--- src/rtl/m_a_pkg.sv ---
// Shared definitions for the bit-serial m_a sequencer: FSM encoding and the
// truth tables of the three-input m_a cell (bit n of a table = output for
// index n, where index = {x1, x2, x3}).
package m_a_pkg;

  typedef enum logic [1:0] {
    IDLE = 2'd0,
    RUN  = 2'd1,
    DONE = 2'd2
  } state_e;

  localparam logic [7:0] Z1_TT = 8'b10110110;
  localparam logic [7:0] Z2_TT = 8'b11101000;

endpackage : m_a_pkg

--- src/rtl/m_a.sv ---
// Combinational three-input cell m_a. z1 and z2 are table lookups indexed by
// {x1, x2, x3}; z2 is the majority function.
module m_a
  import m_a_pkg::*;
(
  input  logic x1_i,
  input  logic x2_i,
  input  logic x3_i,
  output logic z1_o,
  output logic z2_o
);

  logic [2:0] idx;

  assign idx  = {x1_i, x2_i, x3_i};
  assign z1_o = Z1_TT[idx];
  assign z2_o = Z2_TT[idx];

endmodule : m_a

--- src/rtl/m_a_seq.sv ---
// Bit-serial sequencer around one m_a cell. Operands are streamed LSB-first,
// z2 is fed back as the x3 state bit and z1 is shifted into the result word.
//
// Handshake: start is a request sampled only in IDLE or DONE; when sampled
// high there the operands are captured on that edge. start in RUN is ignored
// (no queueing). done is a one-cycle pulse; result/cout hold until the next
// accepted start. dbg_state mirrors the FSM state register.
module m_a_seq
  import m_a_pkg::*;
#(
  parameter int WIDTH = 8
) (
  input  logic             clk,
  input  logic             rst,
  input  logic             start,
  input  logic [WIDTH-1:0] a,
  input  logic [WIDTH-1:0] b,
  input  logic             cin,
  output logic             busy,
  output logic             done,
  output logic [WIDTH-1:0] result,
  output logic             cout,
  output logic [1:0]       dbg_state
);

  localparam int            CW   = $clog2(WIDTH + 1);
  localparam logic [CW-1:0] LAST = CW'(WIDTH - 1);

  state_e           state_q, state_d;
  logic [WIDTH-1:0] a_sh_q, a_sh_d;
  logic [WIDTH-1:0] b_sh_q, b_sh_d;
  logic [WIDTH-1:0] result_q, result_d;
  logic             s_q, s_d;
  logic             cout_q, cout_d;
  logic [CW-1:0]    cnt_q, cnt_d;

  logic             z1, z2;
  logic             accept;
  logic [WIDTH:0]   res_shift;

  m_a u_cell (
    .x1_i (a_sh_q[0]),
    .x2_i (b_sh_q[0]),
    .x3_i (s_q),
    .z1_o (z1),
    .z2_o (z2)
  );

  assign accept    = start && ((state_q == IDLE) || (state_q == DONE));
  // New z1 enters at the MSB; slicing the widened word also works for WIDTH=1.
  assign res_shift = {z1, result_q};

  // FSM state register
  always_ff @(posedge clk) begin
    if (rst) state_q <= IDLE;
    else     state_q <= state_d;
  end

  // FSM next-state logic
  always_comb begin
    state_d = state_q;
    case (state_q)
      IDLE:    if (start) state_d = RUN;
      RUN:     if (cnt_q == LAST) state_d = DONE;
      DONE:    state_d = start ? RUN : IDLE;
      default: state_d = IDLE;
    endcase
  end

  // FSM outputs, decoded from the state register only
  always_comb begin
    busy      = (state_q == RUN);
    done      = (state_q == DONE);
    dbg_state = state_q;
  end

  // Datapath next-state: load on accept, shift one bit per RUN cycle
  always_comb begin
    a_sh_d   = a_sh_q;
    b_sh_d   = b_sh_q;
    s_d      = s_q;
    cnt_d    = cnt_q;
    result_d = result_q;
    cout_d   = cout_q;
    if (accept) begin
      a_sh_d   = a;
      b_sh_d   = b;
      s_d      = cin;
      cnt_d    = '0;
      result_d = '0;
      cout_d   = 1'b0;
    end else if (state_q == RUN) begin
      a_sh_d   = a_sh_q >> 1;
      b_sh_d   = b_sh_q >> 1;
      s_d      = z2;
      cnt_d    = cnt_q + CW'(1);
      result_d = res_shift[WIDTH:1];
      if (cnt_q == LAST) cout_d = z2;
    end
  end

  // Datapath registers; reset discards any partial result
  always_ff @(posedge clk) begin
    if (rst) begin
      a_sh_q   <= '0;
      b_sh_q   <= '0;
      s_q      <= 1'b0;
      cnt_q    <= '0;
      result_q <= '0;
      cout_q   <= 1'b0;
    end else begin
      a_sh_q   <= a_sh_d;
      b_sh_q   <= b_sh_d;
      s_q      <= s_d;
      cnt_q    <= cnt_d;
      result_q <= result_d;
      cout_q   <= cout_d;
    end
  end

  assign result = result_q;
  assign cout   = cout_q;

endmodule : m_a_seq

--- config.mk ---
export PLATFORM = sky130hd
export DESIGN_NAME = m_a_seq
export DESIGN_NICKNAME = d
export VERILOG_FILES = /design/src/rtl/m_a_pkg.sv /design/src/rtl/m_a.sv /design/src/rtl/m_a_seq.sv
export SDC_FILE = /design/constraint.sdc
export NUM_CORES = 1
export LEC_CHECK = 0
export BUFFER_PORTS_ARGS = -buffer_cell sky130_fd_sc_hd__buf_2
export CAP_MARGIN = 20
export CORE_MARGIN = 2
export CORE_UTILIZATION = 47
export DETAILED_ROUTE_END_ITERATION = 16
export PLACE_DENSITY = 0.73
export SYNTH_ARGS = -nofsm -noshare
export SYNTH_HDL_FRONTEND = slang
export SYNTH_SLANG_ARGS = --single-unit
--- constraint.sdc ---
create_clock -name clk -period 1.2 [get_ports clk]
set_clock_uncertainty 0.1 [all_clocks]
set_input_delay 0.06 -clock clk [delete_from_list [all_inputs] [get_ports clk]]
set_output_delay 0.06 -clock clk [all_outputs]
set_load 0.05 [all_outputs]
== Word level (Yosys, flattened, before mapping) ==
Memory sizes are Yosys's and may differ from the RTL's. A register that Yosys moved wholly into a read port is not among the register bits.
Cells that the tools add are included.
Operators by class
  equality and inequality tests: 5
  add/subtract/negate cells: 1
  reductions and logical operators: 7
  $lt $le $gt $ge: 1
  multiplexer cells: 14
Operator list (number)
  two-way mux 8 bit: 4
  two-way mux 3 bit: 2
  one-hot mux 2 bit (3 select lines): 1
  two-way mux 1 bit: 5
  adder 4 x 1 -> 4 bit (second input constant): 1
  equality test 4 x 3 -> 1 bit (second input constant): 1
  less-than comparator 3 x 4 -> 1 bit (second input constant): 1
  two-way mux 2 bit: 2
  AND reduction 2 bit: 2
  equality test 2 x 1 -> 1 bit (second input constant): 1
  equality test 2 bit (second input constant): 1
  logical NOT 2 bit: 1
  inequality test 2 x 1 -> 1 bit (second input constant): 1
  inequality test 2 bit (second input constant): 1
  nonzero test 2 bit: 1
  OR reduction 2 bit: 1
  logical AND 1 bit: 1
  logical OR 1 bit: 1
Storage, ports and cells
  memory bits (read-only): 16
  logic and storage cells: 37
  input bits: 20
  flip-flop bits (word level): 32
  memories kept: 2
  output and inout port bits: 13
Memories
  (no name shown): depth 8, width 1, rd ports 1, clocked after Yosys merged registers in 1, write ports 0, line m_a.sv:16  | assign z1_o = Z1_TT[idx];
  (no name shown): depth 8, width 1, rd ports 1, clocked after Yosys merged registers in 1, write ports 0, line m_a.sv:17  | assign z2_o = Z2_TT[idx];

== Logic depth before layout (Yosys ltp) ==
Gate-level depths: netlist (run 1).
  depth in word-level cells: 6
  depth in mapped cells: 6
  gate-level depth less buffers: 5

== Cells and area by module ==
Synthesis (run 1) repeated with hierarchy kept, for this count alone.
Unflattened totals
  cells, all modules: 158
  area, all modules: 1357.6 um^2
By module, submodules not included
  m_a_seq: sequential area each 640.6 um^2, cells each 149, area an instance 1290.0 um^2, times used 1
  m_a: sequential area each 0.0 um^2, cells each 9, area an instance 67.6 um^2, times used 1

== Worst setup path after synthesis (run 1) ==
No wires, ideal clock.
  path kind: reg-to-reg
  from: reg state_q[0], in the netlist dbg_state[0]
  to: reg, netlist name u_cell.z2_o
  library setup time: 130 ps
  cell stages (with the launch flop): 6
  path slack: -474 ps
  required time: 970 ps
  arrival: 1444 ps
  clock period less this slack: 1674 ps
  path buffers: 1
  path through: dfxtp_1 > nand2b_2 > buf_4 > nand2_2 > o211ai_1 > nand4_1
RTL lines
  start, declared: line m_a_seq.sv:29  | state_e state_q, state_d;
  start signal, assigned: line m_a_seq.sv:56  | else state_q <= state_d;

==> results.toml, run 1 <==
[cells_and_area]
drive_gt1_share_pct = 57.6
antenna_cells = 0
nFillCells = 169
multi_input_area_um2 = 948
fin_cells = 276
final_cell_mix = "28 x dfxtp_1, 25 x buf_2, 18 x nand2_2, 18 x nand2_1"
register_area_um2 = 672
area_growth_pct = 70.1
num-nets-final = 265
final_common_cell = "dfxtp_1"
final_util_pct = 83.0

[sta]
fin_crit_ns = 1.40
finalSetupViolations = 34
worstMarginPinSlew_ns = 0.359
fin_crit_sh_pct = 117
maxSlewViolCount = 0
fin_ws_ns = -0.203
max-slew-margin-rel_pct = 75.4
finalHoldViolCount = 0
clock.fmax_mhz = 713
rsz0062_at_grt = "yes"
final.setup.tns_ns = -3.19

[logic_synthesis]
synth_flop_cell = "dfxtp_1"
syn-cell-area_um2 = 1470
synth_warnings = 0
netlist_instances = 165
ys_ff_latch = 33
syn_area_per_cell_um2 = 8.89
ys_async_sr_fraction_pct = 0
yosysUniqueCellTypes = 38
syn_nets = 187
synth_edf_count = 0
yosysSeqAreaShare_pct = 45.1

[outcome]
violations = "negative setup slack"
status = "finished, violations left"

[critical_path]
cp_slowest_cell = "dfxtp_4"
r2r-end = "u_cell.z2_o"
cp.arrival_ns = 1.53
cp-end-kind = "flip-flop"
cpPeakStageDelay_ns = 0.37
cp_top_family = "simple AND/OR/NAND/NOR gates"
cp.buffers_inverters = 1
critPathLaunchType = "flip-flop"
cp.required_ns = 1.33
worstRegToRegCells = 5
critical_path_class = "reg2reg"
crit_fanout = 7
crit_path_start = "dbg_state[1]"
crit_path_cell_trace = "nand2b_4, buf_6, nand2_4, o211ai_1, nand4_1"
r2r_setup_slack_ns = -0.20
r2r_start = "dbg_state[1]"

[detailed_routing]
drc = 0
avgViaCountPerCell = 5.53
wl_per_cell_um = 17.2
drt_first_iter_violations = 70
drt_pass1_iterations = 4
final_antenna_net_count = 0
vias = 1525
drt-total-wl_um = 4740

[hold_path]
min_path_type = "in2reg"
holdPathStages = 3
holdCritStartpoint = "rst"
holdPathEnd = "b_sh_q[0]"

[power_and_ir_drop]
p_leak_nw = 1.02
ir_drop_uv = 711
power.total_mw = 2.62
pwr_density_cell_nw_per_um2 = 1050

[global_route]
antenna_found_initial = 0
grt_pass1_vias = 1446
grt_max_degree = 14
overflow = 0
grt_usage_pct = 25.2
grt_pass1_wl_um = 6600

[clock_tree]
cts_tree = "built"
ctsRootBufferMaster = "clkbuf_4"
numCtsBuffers = 5
clk_latency_ns = 0.35
cts_max_level = 2
clk_pin_slew_ns = 0.11
cts.sinks = 33
ctsLongestPathBuffers = 2

[floorplan]
die_x_um = 59.9
core_um2 = 3000
num_rows = 20
dieArea_um2 = 3580
io_pins = 33
start_util_pct = 48.8
die_height_um = 59.9

[place]
dp_cells = 237
gp_congestion = 0.843
port_buffers = 32
dp_hpwl_um = 2380

[job]
maxCapViolations = 0
==> timing repair <==
action,4_1_cts,5_1_grt
setup buffers,8,4
setup endpoints to repair,24,37
hold buffers,16,0
pin swaps,8,18
cloned,3,1
hold endpoints to repair,16,0
gates resized for setup,33,48
==> layout make-up <==
class                           count  area share (%)
Clock buffer                        7            2.21
Timing Repair inverter              3            1.25
Tap cell                           33            1.66
Multi-Input combinational cell    120            38.0
Inverter                            2           0.803
Timing Repair Buffer               78            29.1
Sequential cell                    33            26.9
==> metal layers <==
metal	GRT usage, %	wire length [um]	vias up	share of wire [%]
met5	0	0	-	0
met4	9.84	163	0	3.4
met3	8.23	298	17	6.3
met2	41.9	2350	58	50
met1	29.9	1930	727	41
li1	-	-	723	-
==> Yosys cell counts, types with 2 or more instances <==
cell type | count | area share, %
o21ai_0 | 2 | 0.68
buf_2 | 3 | 1.0
a311oi_2 | 5 | 5.1
buf_6 | 2 | 1.5
nor2_1 | 19 | 4.9
nand3_1 | 2 | 0.68
nand2_1 | 35 | 9.0
nand2_2 | 6 | 2.6
nand4_1 | 2 | 0.85
o211ai_1 | 2 | 1.0
a21oi_1 | 13 | 4.4
nor3_1 | 3 | 1.0
a22oi_1 | 3 | 1.5
a311oi_1 | 4 | 2.4
mux2i_1 | 4 | 2.7
buf_4 | 3 | 1.5
nand2b_1 | 2 | 0.85
ha_1 | 2 | 1.7
xor2_1 | 2 | 1.2
dfxtp_1 | 33 | 45
==> tightest hold or removal path: cells and delay by family <==
family / cells / cell delay, ns
simple gates: 1 / 0.12
buf+inv: 1 / 0.13
compound gates: 1 / 0.12
==> logic make-up (layout without fill, tap and decap cells) <==
logic type,Yosys count,count (layout),share of synthesized area (%)
multiplexers,4,4,2.73
XOR/XNOR,3,3,1.79
adder cells (fa/ha/maj),2,2,1.71
flip-flops,33,33,45.1
AO/OA/AOI/OAI,35,35,18.7
buffers and inverters,12,90,6.74
AND/OR/NAND/NOR,76,76,23.3
==> how the worst max path moves through the flow <==
| stage | endpoint | slack, ns | depth (start not counted) |
|---|---|---|---|
| 5_1_grt | u_cell.z2_o | -0.23 | 5 |
| 3_5_place_dp | u_cell.z2_o | -0.1 | 4 |
| 6_report | u_cell.z2_o | -0.20 | 5 |
| 4_1_cts | busy | -0.13 | 3 |
| 3_3_place_gp | u_cell.z2_o | -0.05 | 4 |
| 2_1_floorplan | done | -0.15 | 1 |
==> per-stage QoR <==
step,setup WS (ns),area [um^2],hold slack [ns]
2_1_floorplan,-0.148,1570,0.122
3_3_place_gp,-0.0548,1830,0.223
3_5_place_dp,-0.0991,1830,0.224
4_1_cts,-0.125,2250,0.00250
5_1_grt,-0.233,2490,0.0259
6_report,-0.203,2490,0.0392
==> sequential cells by signal, indices dropped and copies added (netlist names) <==
name / flops
a_sh_q: 8
b_sh_q: 8
cnt_q: 4
cout: 1
dbg_state: 2
result: 8
s_q: 1
u_cell.z2_o: 1
==> where the power goes <==
group          total, mW  switching [mW]  internal [mW]
clock network      0.661           0.385          0.276
registers           1.22          0.0590           1.16
logic              0.738           0.360          0.378
(Power assumes the default switching activity.)
==> run 2, diff against run 1 <==
CELL_PAD_IN_SITES_DETAIL_PLACEMENT = 1   (was unset)
CELL_PAD_IN_SITES_GLOBAL_PLACEMENT = 2   (was unset)
CORE_UTILIZATION = 28   (was 47)
PLACE_DENSITY = 0.72   (was 0.73)
REMOVE_ABC_BUFFERS = 1   (was unset)
==> results.toml, run 2 (synthesis results as in run 1) <==
[detailed_routing]
final_antenna_net_count = 0
drt_pass1_iterations = 4
wl_per_cell_um = 16.5
avgViaCountPerCell = 4.77
drc = 0
vias = 1468
drt-total-wl_um = 5100
drt_first_iter_violations = 30

[cells_and_area]
area_growth_pct = 76.8
drive_gt1_share_pct = 60.9
final_common_cell = "buf_2"
antenna_cells = 0
final_cell_mix = "29 x buf_2, 28 x dfxtp_1, 18 x nand2_1"
num-nets-final = 259
fin_area_um2 = 2590
fin_cells = 308

[floorplan]
dieArea_um2 = 5830
num_rows = 26
die_x_um = 76.4
core_um2 = 5070
die_height_um = 76.4
start_util_pct = 28.9
io_pins = 33

[global_route]
grt_usage_pct = 15.7
grt_max_degree = 14
grt_pass1_wl_um = 7380
overflow = 0
antenna_found_initial = 0
grt_pass1_vias = 1529

[critical_path]
crit_path_start = "dbg_state[0]"
cp-end-kind = "primary output"
r2r_start = "dbg_state[0]"
r2r-end = "a_sh_q[6]"
crit_path_cell_trace = "nand2b_4, buf_8, clkinv_8, buf_6, buf_8"
crit_fanout = 7
cp.buffers_inverters = 4
crit_path_frequent_cell = "buf_8"
cp.arrival_ns = 1.22
cp.required_ns = 1.04
critPathLaunchType = "flip-flop"
r2r_setup_slack_ns = -0.15
cp_top_family = "buffers and inverters"
cpPeakStageDelay_ns = 0.38
critical_path_class = "reg2out"
cp_slowest_cell = "dfxtp_4"
worstRegToRegCells = 4

[sta]
worstMarginPinSlew_ns = 0.341
final.setup.tns_ns = -2.40
fin_crit_ns = 1.38
rsz0062_at_grt = "yes"
maxSlewViolCount = 0
clock.fmax_mhz = 723
fin_crit_sh_pct = 115
fin_ws_ns = -0.183
finalSetupViolations = 32
max-slew-margin-rel_pct = 77.2
finalHoldViolCount = 0

[power_and_ir_drop]
power.total_mw = 2.92
p_leak_nw = 1.09
pwr_density_cell_nw_per_um2 = 1130
ir_drop_uv = 590

[clock_tree]
clk_latency_ns = 0.29
cts.sinks = 33
ctsLongestPathBuffers = 2
clk_pin_slew_ns = 0.08
ctsRootBufferMaster = "clkbuf_8"
cts_max_level = 2
numCtsBuffers = 5
cts_tree = "built"

[place]
pre_cts_ws_ns = -0.155
dp_cells = 276
placement.cell_area_um2 = 1810
dp_hpwl_um = 3010
gp_congestion = 0.719
port_buffers = 32

[hold_path]
min_path_type = "in2reg"
holdPathStages = 3
holdCritStartpoint = "b[6]"
holdPathEnd = "b_sh_q[6]"

[job]
maxCapViolations = 0

[outcome]
status = "finished, violations left"
violations = "negative setup slack"
[run 2: how the worst max path moves through the flow]
stage	slack [ns]	cells after the start	end
floorplan	-1.01	5	cnt_q[3]
global placement	-0.11	6	b_sh_q[5]
detailed placement	-0.15	5	u_cell.z2_o
CTS	-0.15	5	busy
global route	-0.23	5	u_cell.z2_o
finish	-0.18	5	busy
[run 2: stage by stage]
step	util, %	hold slack [ns]
6_report	51.1	0.00546
5_1_grt	51.1	-0.00124
4_1_cts	42.9	0.00267
3_5_place_dp	35.7	0.227
3_3_place_gp	35.7	0.234
2_1_floorplan	-	0.0279
[run 2: power by group]
part           leakage, nW  total [mW]  internal [mW]  switching (mW)
Clock               0.0542       0.948          0.519           0.429
Sequential           0.273        1.22           1.16          0.0637
Combinational        0.767       0.754          0.386           0.368
[run 2: worst register-to-register path, delay by kind of cell (launching register included)]
kind | cells | cell delay (ns)
DFF | 1 | 0.39
buffers and inverters | 1 | 0.17
and+or+nand+nor | 1 | 0.30
AOI/OAI and AO/OA | 2 | 0.28
[run 2: cell type report]
cell class	count	area [um^2]
clock buffers	7	96.3
clock inverters	1	5.00
fillers	591	2480
inverters	2	20.0
multi-input cells	120	1020
flip-flops and latches	33	672
well taps	70	87.6
repair buffers	75	693
[run 2: per-layer routing]
layer  up-vias  routed length [um]  track usage [%]
li1        717                   -                -
met1       723                2090             18.0
met2        26                2850             28.5
met3         2                 133             4.38
met4         0                  17             4.00
met5         -                   0                0
[run 2: repair_timing]
item | in CTS | in global routing
pin swaps | 15 | 25
gates resized for setup | 32 | 84
buffers inserted | 5 | 7
gates cloned | 0 | 2
hold endpoints to repair | 11 | 0
hold buffers | 11 | 0
endpoints found under the setup margin | 30 | 33
==> run 3, diff against run 2 <==
SKIP_CTS_REPAIR_TIMING = 1   (was unset)
==> results.toml, run 3 (synthesis results as in run 1) <==
[clock_tree]
cts_tree = "built"
cts_max_level = 2
ctsLongestPathBuffers = 2
clk_latency_ns = 0.28
numCtsBuffers = 5
clk_pin_slew_ns = 0.07
ctsRootBufferMaster = "clkbuf_8"
cts.sinks = 33

[floorplan]
die_x_um = 76.4
core_um2 = 5070
die_height_um = 76.4
start_util_pct = 28.9
dieArea_um2 = 5830
num_rows = 26
io_pins = 33

[cells_and_area]
fin_cells = 291
final_cell_mix = "30 x nand2_1, 29 x buf_2, 27 x dfxtp_1"
area_growth_pct = 47.6
final_util_pct = 42.7
antenna_cells = 0
final_common_cell = "nand2_1"
drive_gt1_share_pct = 49.3
num-nets-final = 242

[global_route]
antenna_found_initial = 0
grt_max_degree = 14
grt_pass1_wl_um = 6840
overflow = 0
grt_usage_pct = 14.5
grt_pass1_vias = 1424

[critical_path]
r2r_start = "dbg_state[0]"
cp_top_family = "buffers and inverters"
cp.required_ns = 1.04
crit_path_cell_trace = "nand2b_4, buf_8, clkinv_8, buf_6, buf_8"
r2r-end = "u_cell.z2_o"
crit_fanout = 6
cp.buffers_inverters = 4
critical_path_class = "reg2out"
critPathLaunchType = "flip-flop"
cp-end-kind = "primary output"
worstRegToRegCells = 5
crit_path_start = "dbg_state[1]"
crit_path_frequent_cell = "buf_8"
cp_slowest_cell = "dfxtp_2"
r2r_setup_slack_ns = -0.12
critPathCapture = "busy"
cpPeakStageDelay_ns = 0.33
cp.arrival_ns = 1.18
path_depth = 5

[sta]
fin_ws_ns = -0.141
finalHoldViolCount = 5
max-slew-margin-rel_pct = 77.6
worstMarginPinSlew_ns = 0.335
clock.fmax_mhz = 746
maxSlewViolCount = 0
fin_crit_ns = 1.34
fin_crit_sh_pct = 112
finalSetupViolations = 26
rsz0062_at_grt = "yes"
hold_ws_ns = -0.0109

[detailed_routing]
drt-total-wl_um = 4180
drt_first_iter_violations = 37
drc = 0
avgViaCountPerCell = 4.72
wl_per_cell_um = 14.3
drt_pass1_iterations = 4
final_antenna_net_count = 0
vias = 1373

[power_and_ir_drop]
ir_drop_uv = 554
pwr_density_cell_nw_per_um2 = 1250
p_leak_nw = 0.844

[place]
port_buffers = 32
gp_congestion = 0.719
dp_cells = 276
dp_hpwl_um = 3010

[hold_path]
holdPathStages = 3
min_path_type = "in2reg"

[outcome]
status = "finished, violations left"
violations = "negative hold slack, negative setup slack"

[job]
maxCapViolations = 0
[run 3: changes by cell type in the layout (fill, tap and decap cells not counted), sizes merged]
cell / before / now
dlygate4sd3: 11 / 2
buf: 62 / 54
clkbuf: 9 / 8
inv: 1 / 2
[run 3: layer usage]
metal | part of all wire (%) | track usage (%) | up-vias
met5 | 0 | 0 | -
met4 | 0.91 | 3.82 | 0
met3 | 3.6 | 4.38 | 5
met2 | 52 | 25.6 | 25
met1 | 44 | 17.1 | 664
li1 | - | - | 679
[run 3: worst min-delay path by stage]
stage,startpoint,endpoint,slack [ns]
finish,b[2],b_sh_q[2],-0.01
global route,b[3],b_sh_q[3],-0.001
CTS,a[7],a_sh_q[7],-0.06
detailed placement,a[7],a_sh_q[7],0.23
global placement,a[7],a_sh_q[7],0.23
floorplan,rst,a_sh_q[2],0.03
[run 3: layout make-up]
class | count | area, um^2
Tap cell | 70 | 87.6
Fill cell | 610 | 2910
Timing Repair Buffer | 57 | 439
Inverter | 2 | 20.0
Multi-Input combinational cell | 120 | 835
Sequential cell | 33 | 673
Timing Repair inverter | 1 | 8.76
Clock buffer | 7 | 96.3
Clock inverter | 1 | 5.00
[run 3: power breakdown]
group / internal [mW] / switching (mW)
Clock: 0.519 / 0.412
Sequential: 1.16 / 0.0508
Combinational: 0.269 / 0.286
[run 3: worst register-to-register path, cell delays in order, from the launching register on]
cell,delay [ns]
dfxtp_4,0.38
buf_6,0.13
nor3b_2,0.06
a2111oi_1,0.37
o211ai_1,0.15
nand4_1,0.08
[run 3: through the flow]
step                      TNS, ns  instance area (um^2)  worst slack [ns]  power, mW  hold slack (ns)
final                       -1.14                  2160            -0.141       2.70          -0.0109
after global routing        -2.95                  2160            -0.196       2.83         -0.00122
after CTS                   -2.97                  1910            -0.352       2.62          -0.0573
after detailed placement    -1.84                  1810            -0.155       1.67            0.227
after global placement      -1.44                  1810            -0.110       1.65            0.234
after floorplan            -29.14                  1380             -1.01       1.45           0.0279
